==> config.mk <==
export PLATFORM = sky130hd
export DESIGN_NAME = package_sorter_cfg_flat
export DESIGN_NICKNAME = d
export VERILOG_FILES = /design/src/rtl/package_sorter_cfg_if.sv /design/src/rtl/package_sorter_cfg.sv /design/src/flat_wrapper.sv
export SDC_FILE = /design/constraint.sdc
export NUM_CORES = 1
export LEC_CHECK = 0
export CAP_MARGIN = 20
export CORE_MARGIN = 5
export CORE_UTILIZATION = 30
export CTS_BUF_LIST = sky130_fd_sc_hd__clkbuf_16
export CTS_CLUSTER_DIAMETER = 60
export DETAILED_ROUTE_END_ITERATION = 12
export PLACE_DENSITY = 0.45
export SETUP_SLACK_MARGIN = 0.02
export SLEW_MARGIN = 20
export SYNTH_ARGS = -nofsm -noshare
export SYNTH_HDL_FRONTEND = slang
export SYNTH_SLANG_ARGS = --single-unit
==> constraint.sdc <==
create_clock -name CLK -period 3.7 [get_ports CLK]
set_input_delay 1.11 -clock CLK [delete_from_list [all_inputs] [get_ports CLK]]
set_output_delay 1.11 -clock CLK [all_outputs]
set_load 0.005 [all_outputs]
==> src/rtl/package_sorter_cfg_if.sv <==
// Scale-side and host-side signal bundle for package_sorter_cfg.
// master drives weight/config/readback select; slave is the sorter.
interface package_sorter_cfg_if #(
  parameter int WEIGHT_W = 12,
  parameter int NUM_GRP  = 6,
  parameter int CNT_W    = 8
);
  localparam int GRP_W = $clog2(NUM_GRP + 1);
  localparam int AW    = (NUM_GRP > 2) ? $clog2(NUM_GRP - 1) : 1;

  logic [WEIGHT_W-1:0] Weight;
  logic                clear;
  logic                cfg_we;
  logic [AW-1:0]       cfg_addr;
  logic [WEIGHT_W-1:0] cfg_data;
  logic [GRP_W-1:0]    rd_addr;
  logic [CNT_W-1:0]    rd_count;
  logic [GRP_W-1:0]    CurrentGrp;
  logic                item_valid;
  logic [GRP_W-1:0]    item_grp;
  logic [CNT_W+3:0]    total_count;
  logic [NUM_GRP-1:0]  sat_flags;

  modport master (
    output Weight, clear, cfg_we, cfg_addr, cfg_data, rd_addr,
    input  rd_count, CurrentGrp, item_valid, item_grp,
    input  total_count, sat_flags
  );

  modport slave (
    input  Weight, clear, cfg_we, cfg_addr, cfg_data, rd_addr,
    output rd_count, CurrentGrp, item_valid, item_grp,
    output total_count, sat_flags
  );
endinterface

==> src/rtl/package_sorter_cfg.sv <==
// Package sorter: programmable thresholds, settle filter,
// saturating per-bin and total counters with sticky flags.
module package_sorter_cfg #(
  parameter int WEIGHT_W = 12,
  parameter int NUM_GRP  = 6,
  parameter int CNT_W    = 8,
  parameter int SETTLE   = 2,
  parameter logic [(NUM_GRP-1)*WEIGHT_W-1:0] DEF_THR =
    {12'd2000, 12'd1000, 12'd800, 12'd500, 12'd200}
) (
  input  logic CLK,
  input  logic Reset,
  package_sorter_cfg_if.slave bus
);
  localparam int GRP_W = $clog2(NUM_GRP + 1);
  localparam int NT    = NUM_GRP - 1;
  localparam int TOT_W = CNT_W + 4;
  localparam int SC_W  = (SETTLE > 1) ? $clog2(SETTLE) : 1;

  typedef enum logic [1:0] {IDLE, SETTLING, COUNTED} state_e;

  state_e                       state_q, state_d;
  logic [NT-1:0][WEIGHT_W-1:0]  thr_q, thr_d;
  logic [WEIGHT_W-1:0]          hw_q, hw_d;
  logic [SC_W-1:0]              sc_q, sc_d;
  logic [NUM_GRP-1:0][CNT_W-1:0] cnt_q, cnt_d;
  logic [NUM_GRP-1:0]           sat_q, sat_d;
  logic [TOT_W-1:0]             tot_q, tot_d;
  logic                         iv_q, iv_d;
  logic [GRP_W-1:0]             ig_q, ig_d;
  logic                         do_cnt;
  logic [WEIGHT_W-1:0]          cnt_w;
  logic [GRP_W-1:0]             cnt_grp;
  logic [CNT_W-1:0]             rd_cnt;

  // Lowest matching threshold index wins, so scan downward.
  function automatic logic [GRP_W-1:0] classify(
    input logic [WEIGHT_W-1:0]         w,
    input logic [NT-1:0][WEIGHT_W-1:0] t
  );
    logic [GRP_W-1:0] g;
    g = GRP_W'(NUM_GRP);
    for (int i = NT - 1; i >= 0; i--)
      if (w <= t[i]) g = GRP_W'(i + 1);
    if (w == '0) g = '0;
    return g;
  endfunction

  assign bus.CurrentGrp = classify(bus.Weight, thr_q);
  assign cnt_grp        = classify(cnt_w, thr_q);

  always_comb begin
    thr_d = thr_q;
    if (bus.cfg_we && int'(bus.cfg_addr) < NT)
      thr_d[bus.cfg_addr] = bus.cfg_data;
  end

  always_comb begin
    state_d = state_q;
    hw_d    = hw_q;
    sc_d    = sc_q;
    do_cnt  = 1'b0;
    cnt_w   = hw_q;
    unique case (state_q)
      IDLE: begin
        if (bus.Weight != '0) begin
          hw_d = bus.Weight;
          sc_d = '0;
          if (SETTLE == 0) begin
            do_cnt  = 1'b1;
            cnt_w   = bus.Weight;
            state_d = COUNTED;
          end else begin
            state_d = SETTLING;
          end
        end
      end
      SETTLING: begin
        if (bus.Weight == '0) begin
          state_d = IDLE;
        end else if (bus.Weight != hw_q) begin
          hw_d = bus.Weight;
          sc_d = '0;
        end else if (sc_q == SC_W'(SETTLE - 1)) begin
          do_cnt  = 1'b1;
          state_d = COUNTED;
        end else begin
          sc_d = sc_q + SC_W'(1);
        end
      end
      COUNTED: begin
        if (bus.Weight == '0) state_d = IDLE;
      end
      default: state_d = IDLE;
    endcase
  end

  // A count that meets clear is still reported on item_valid/item_grp.
  always_comb begin
    cnt_d = cnt_q;
    sat_d = sat_q;
    tot_d = tot_q;
    iv_d  = do_cnt;
    ig_d  = do_cnt ? cnt_grp : ig_q;
    if (bus.clear) begin
      cnt_d = '0;
      sat_d = '0;
      tot_d = '0;
    end else if (do_cnt) begin
      for (int i = 0; i < NUM_GRP; i++) begin
        if (cnt_grp == GRP_W'(i + 1) && cnt_q[i] != '1) begin
          cnt_d[i] = cnt_q[i] + CNT_W'(1);
          if (cnt_d[i] == '1) sat_d[i] = 1'b1;
        end
      end
      if (tot_q != '1) tot_d = tot_q + TOT_W'(1);
    end
  end

  always_comb begin
    rd_cnt = '0;
    for (int i = 0; i < NUM_GRP; i++)
      if (bus.rd_addr == GRP_W'(i + 1)) rd_cnt = cnt_q[i];
  end

  always_ff @(posedge CLK) begin
    if (Reset) begin
      state_q <= IDLE;
      thr_q   <= DEF_THR;
      hw_q    <= '0;
      sc_q    <= '0;
      cnt_q   <= '0;
      sat_q   <= '0;
      tot_q   <= '0;
      iv_q    <= 1'b0;
      ig_q    <= '0;
    end else begin
      state_q <= state_d;
      thr_q   <= thr_d;
      hw_q    <= hw_d;
      sc_q    <= sc_d;
      cnt_q   <= cnt_d;
      sat_q   <= sat_d;
      tot_q   <= tot_d;
      iv_q    <= iv_d;
      ig_q    <= ig_d;
    end
  end

  assign bus.rd_count    = rd_cnt;
  assign bus.item_valid  = iv_q;
  assign bus.item_grp    = ig_q;
  assign bus.total_count = tot_q;
  assign bus.sat_flags   = sat_q;
endmodule

==> src/flat_wrapper.sv <==
// flat-port wrapper written by rule: the top's interface ports become plain ports
module package_sorter_cfg_flat 
#(
  parameter int WEIGHT_W = 12,
  parameter int NUM_GRP  = 6,
  parameter int CNT_W    = 8,
  parameter int SETTLE   = 2,
  parameter logic [(NUM_GRP-1)*WEIGHT_W-1:0] DEF_THR =
    {12'd2000, 12'd1000, 12'd800, 12'd500, 12'd200}
)
  (CLK, Reset, bus_Weight, bus_clear, bus_cfg_we, bus_cfg_addr, bus_cfg_data, bus_rd_addr, bus_rd_count, bus_CurrentGrp, bus_item_valid, bus_item_grp, bus_total_count, bus_sat_flags);
  package_sorter_cfg_if #(.WEIGHT_W(WEIGHT_W), .NUM_GRP(NUM_GRP), .CNT_W(CNT_W)) bus_i ();
  input  logic CLK;
  input  logic Reset;
  input wire logic [$bits(bus_i.Weight)-1:0] bus_Weight;
  input wire logic [$bits(bus_i.clear)-1:0] bus_clear;
  input wire logic [$bits(bus_i.cfg_we)-1:0] bus_cfg_we;
  input wire logic [$bits(bus_i.cfg_addr)-1:0] bus_cfg_addr;
  input wire logic [$bits(bus_i.cfg_data)-1:0] bus_cfg_data;
  input wire logic [$bits(bus_i.rd_addr)-1:0] bus_rd_addr;
  output wire logic [$bits(bus_i.rd_count)-1:0] bus_rd_count;
  output wire logic [$bits(bus_i.CurrentGrp)-1:0] bus_CurrentGrp;
  output wire logic [$bits(bus_i.item_valid)-1:0] bus_item_valid;
  output wire logic [$bits(bus_i.item_grp)-1:0] bus_item_grp;
  output wire logic [$bits(bus_i.total_count)-1:0] bus_total_count;
  output wire logic [$bits(bus_i.sat_flags)-1:0] bus_sat_flags;
  assign bus_i.Weight = bus_Weight;
  assign bus_i.clear = bus_clear;
  assign bus_i.cfg_we = bus_cfg_we;
  assign bus_i.cfg_addr = bus_cfg_addr;
  assign bus_i.cfg_data = bus_cfg_data;
  assign bus_i.rd_addr = bus_rd_addr;
  assign bus_rd_count = bus_i.rd_count;
  assign bus_CurrentGrp = bus_i.CurrentGrp;
  assign bus_item_valid = bus_i.item_valid;
  assign bus_item_grp = bus_i.item_grp;
  assign bus_total_count = bus_i.total_count;
  assign bus_sat_flags = bus_i.sat_flags;
  package_sorter_cfg #(.WEIGHT_W(WEIGHT_W), .NUM_GRP(NUM_GRP), .CNT_W(CNT_W), .SETTLE(SETTLE), .DEF_THR(DEF_THR)) u_core (.CLK(CLK), .Reset(Reset), .bus(bus_i));
endmodule
* Word-level counts from Yosys, hierarchy flattened
Cells that the tools add are included. W data, S select, Z words.
Operators by class: reductions and logical operators 30, $lt $le $gt $ge 13, equality and inequality tests 34, multiplexer cells 40, add/sub/neg operators 8
Operators by type and width (count):
- $le A12 B12 Y1 | 10
- $bwmux W60 | 1
- $add A8 B1 Y8 const B | 6
- $eq A8 B8 Y1 const B | 6
- $mux W12 | 4
- $mux W8 | 6
- $ne A8 B8 Y1 const B | 6
- $demux W12 S3 | 1
- $mux W3 | 9
- $logic_not A12 Y1 | 2
- $pmux W12 S2 | 1
- $reduce_and A3 Y1 | 7
- $eq A3 B3 Y1 const B | 6
- $mux W2 | 8
- $reduce_and A2 Y1 | 7
- $add A12 B1 Y12 const B | 1
- $eq A3 B2 Y1 const B | 4
- $ne A12 B12 Y1 | 1
- $ne A12 B12 Y1 const B | 1
- $reduce_bool A12 Y1 | 1
- $logic_and A1 B1 Y1 | 8
- $mux W1 | 8
- $reduce_and A4 Y1 | 2
- $eq A3 B1 Y1 const B | 2
- other kinds (15) | 17
Word-level totals: flip-flop bits (word level) 145, input port bits 34

* Longest topological paths before layout
depth in word-level cells 10, gate-level depth with buffers 12

* Least setup slack after synthesis
Ideal clock, no wire load.
path type input port to output port, start point input port bus_Weight[5], end point output port bus_CurrentGrp[0], required time 2590 ps, stages on the path 9, path slack -71 ps, data arrival time 2661 ps, cells stage by stage ha_1 > a21o_1 > a21o_1 > a21o_1 > a211oi_1 > o2111ai_1 > a21bo_2 > nand3_1 > and3_1
Between the ends: cells in the longest elaborated chain, start to end 7
Ends and longest elaborated chain:
- start: declaration | RTL line flat_wrapper.sv:15 | input wire logic [$bits(bus_i.Weight)-1:0] bus_Weight;
- $le A12 B12 Y1 | RTL line package_sorter_cfg.sv:44 | if (w <= t[i]) g = GRP_W'(i + 1);
- $mux W2 | RTL line package_sorter_cfg.sv:44
- $mux W3 (4 in series) | RTL line package_sorter_cfg.sv:44
- $mux W3 (*) | RTL line package_sorter_cfg.sv:45 | if (w == '0) g = '0;
- end: declaration | RTL line flat_wrapper.sv:22 | output wire logic [$bits(bus_i.CurrentGrp)-1:0] bus_CurrentGrp;
Every way passes the cells marked *; elsewhere a longest branch is shown, timed or not.

* Worst setup path in the final report
start point input port bus_Weight[1], end point output port bus_CurrentGrp[0]
Same word-level chain as after synthesis.

==> flow_summary.yaml <==
status:
  run_status: "complete, but fails checks"
  failed_checks: "negative setup slack"
sta:
  tmin_final_ns: 4.01
  report.final.setup_viol: 3
  worst_margin_pin_slew_ns: 0.979
  final_period_utilization: 1.08
  final-hold-violation-count: 0
  maxClockFrequency_mhz: 249
  setup_tns_ns: -0.785
  hold-worst-slack_ns: 0.455
  fin_skew_ns: 0.0116
  rsz0062_at_grt: "true"
  slew_headroom: 0.348
  final_max_slew_viol_count: 0
  postLayoutSetupSlackWorst_ns: -0.309
power_and_ir_drop:
  ir_drop_uv: 280
  design_power_total_mw: 4.03
  power.switching_fraction: 0.308
  sequentialPowerShare: 0.398
  power_frac_comb: 0.173
  switchingPower_mw: 1.24
  internal_power_mw: 2.79
  power_density_mw_per_mm2: 312
  leakagePower_nw: 5.31
  clock_share_of_power: 0.429
cells_and_area:
  layout.core_utilization: 0.399
  antenna-diode-count: 0
  area_growth_pct: 32.0
  drive_above_1_share: 0.187
  fill_cells: 3336
  post_layout_nonfiller_instances: 1798
  nNetsFinal: 1510
die:
  initial_utilization: 0.302
  num_rows: 66
  die_width_um: 191
  fp.dieArea_mm2: 0.0363
  dieHeight_um: 191
  coreArea_mm2: 0.0324
  ioPinCount: 67
clock_network:
  cts.reportedPaths.clkPinSlew_ns: 0.07
  clk_path_buf_depth: 2
  clockRootBuffer: "clkbuf_16"
  tritoncts.num_buffers: 17
  tritoncts_num_sinks: 145
  cts_htree_levels: 4
  worst_skew_pair.late_latency_ns: 0.44
  cts_tree: "built"
worst_setup_path:
  worst-r2r-cell-count: 12
  cp_num_buf_inv: 3
  critPathLaunchType: "input port"
  crit_arrival_ns: 2.90
  worst-path-max-fanout: 5
  worst_ep_required_time_ns: 2.59
  kind_of_capture_point_of_the_worst_setup_path: "output pin"
  critical-path-top-delay-family: "compound AO/OA/AOI/OAI gates"
  worst-path-stages: 12
  crit_path_top_delay_cell: "ha_4"
  cp_slowest_stage_delay_ns: 0.21
  timing.setup.critical_path_class: "in2out"
  critical_path.cell_chain: "buf_8 -> buf_8 -> ha_4 -> nor2b_4 -> o21a_1 -> o21a_1 -> o21ai_2 -> a31oi_4 -> a21bo_2 -> nand3_2 -> and3_4 -> buf_6"
synthesis:
  synth-async-reset-ratio: 0
  number_of_enable_flip_flop_cells_after_synthesis: 0
  synthesis.instances: 1198
  synth_cell_type_count: 67
  synth_seq_area_share: 0.297
  synth.avg_cell_area_um2: 8.16
  yosysWarningCount: 0
  yosys_most_used_dff: "dfxtp_1"
  ys_ff_latch: 145
  postSynthNetCount: 1365
  syn-cell-area_mm2: 0.00978
flow_run:
  cap_viol_max_count: 0
global_route:
  wire_length_of_the_first_global_routing_pass_um: 50800
  grt_overflow_total: 0
  antenna_found_initial: 0
  grt_start_max_net_pins: 86
  grt.total_usage: 0.179
  grt_pass1_vias: 8870
route:
  drt_iter0_markers: 613
  drtPass1Iterations: 5
  detail_route.wl_per_cell_um: 18.1
  drc: 0
  final_antenna_net_count: 0
  vias: 9046
  route.detailed.vias_per_inst: 5.03
  postRouteWirelength_um: 32600
placement:
  io_buffers: 66
  hpwl_um: 24900
  dpl.cell_count: 1760
  place_congestion: 0.856
hold_path:
  worst_hold_path_type: "reg2reg"
  hold_depth: 2
[metal layers]
| metal | vias to the layer above | wire (µm) | share of wire | GRT usage |
|---|---|---|---|---|
| li1 | 4579 | - | - | - |
| met1 | 4297 | 16900 | 0.52 | 0.265 |
| met2 | 148 | 14100 | 0.43 | 0.272 |
| met3 | 22 | 1080 | 0.033 | 0.0258 |
| met4 | 0 | 490 | 0.015 | 0.0459 |
| met5 | - | 0 | 0 | 0 |
[layout make-up]
class	count	area, µm²	area share
clock buffers	17	425	0.0330
flip-flops and latches	145	2900	0.225
well taps	442	553	0.0428
inverters	72	270	0.0209
clock inverters	15	141	0.0110
multi-input cells	939	7090	0.549
repair buffers	168	1530	0.118
[cells by family after synthesis]
kind of cell    Yosys count  synth area share
compound gates          227             0.149
xor+xnor                 55            0.0493
fa+ha+maj               133             0.170
buf+inv                 114            0.0449
flops                   145             0.297
mux                      43            0.0448
simple gates            481             0.245
[stage by stage]
stage / cell area [µm²] / setup WS, ns
floorplan: 9800 / 0.0482
global placement: 11600 / -1.31
detailed placement: 11600 / -1.33
CTS: 12500 / -0.399
global route: 12900 / -0.355
finish: 12900 / -0.309
[Yosys cell counts (all sizes together), types with 4 or more instances]
cell type,count,share of area
buf,6,0.0035
inv,72,0.028
nor4,14,0.013
and3,18,0.012
nand3b,21,0.016
dfxtp,145,0.30
nor3,14,0.0072
a21oi,100,0.052
mux2,6,0.0069
xnor2,33,0.030
a221oi,7,0.0063
a211oi,5,0.0038
o21a,7,0.0054
a21o,22,0.017
a211o,10,0.0090
nand2,158,0.062
mux2i,37,0.038
nor2b,14,0.0090
or3,12,0.0077
nor3b,6,0.0046
o31a,4,0.0036
a31oi,11,0.0070
nor2,106,0.041
and2,5,0.0032
o21ai,27,0.014
nand3,39,0.020
nand2b,7,0.0045
ha,133,0.17
o211ai,11,0.0084
o31ai,4,0.0031
clkbuf,36,0.014
xor2,22,0.020
or2,7,0.0045
or4,5,0.0038
nand4,48,0.031
[placed cells by master (no fill, tap or decap), types with 7 or more instances in the layout]
master / n
dfxtp_1: 145
a21o_1: 22
and3_1: 16
nand2_1: 155
a21oi_1: 90
or3_1: 12
dlygate4sd2_1: 9
ha_4: 32
o21ai_0: 15
ha_1: 100
a31oi_1: 9
nor3_1: 13
o21a_1: 7
a21oi_2: 10
nor2b_1: 10
buf_4: 87
buf_6: 14
nor2_1: 104
inv_1: 71
nand3b_1: 21
xnor2_1: 33
clkdlybuf4s50_1: 40
a211o_1: 10
clkbuf_16: 17
nand2b_1: 7
mux2i_1: 34
nor4_1: 10
a221oi_2: 7
nand4_1: 47
o211ai_1: 11
xor2_1: 22
nand3_1: 37
[state kept, by name (all words and copies together), names as in the netlist]
signal and count:
u_core.bus.item_grp 3, u_core.bus.item_valid 1, u_core.bus.sat_flags 6, u_core.bus.total_count 12, u_core.cnt_q 48, u_core.cnt_w 12, u_core.sc_q 1, u_core.state_q 2
u_core.thr_q 60
[timing repair]
action / in CTS / in global routing
hold buffers: 0 / 0
endpoints found under the setup margin: 11 / 5
resized for setup: 134 / 69
cloned: 1 / 0
pin swaps: 34 / 37
endpoints found under the hold margin: 0 / 0
buffers inserted: 4 / 3
[worst paths after layout]
| kind | from | endpoint | slack (ns) |
|---|---|---|---|
| max | bus_Weight[1] | bus_CurrentGrp[0] | -0.31 |
| min | u_core.thr_q[53] | u_core.thr_q[53] | 0.45 |
| max reg2reg | u_core.thr_q[35] | u_core.cnt_q[28] | 0.41 |
| min reg2reg | u_core.thr_q[53] | u_core.thr_q[53] | 0.45 |
[tightest hold or removal path, cell delays in order (launching register included)]
cell	delay, ns
dfxtp_1	0.31
nand2_1	0.05
a21oi_1	0.05
[power by group through the flow]
stage	Clock (mW)	Combinational (mW)	Sequential (mW)
2_1_floorplan	0	0.327	1.64
3_3_place_gp	0	0.618	1.64
3_5_place_dp	0	0.624	1.64
4_1_cts	1.78	0.661	1.60
5_1_grt	1.84	0.770	1.61
6_report	1.73	0.697	1.60
Power figures use the tool's default switching activity.
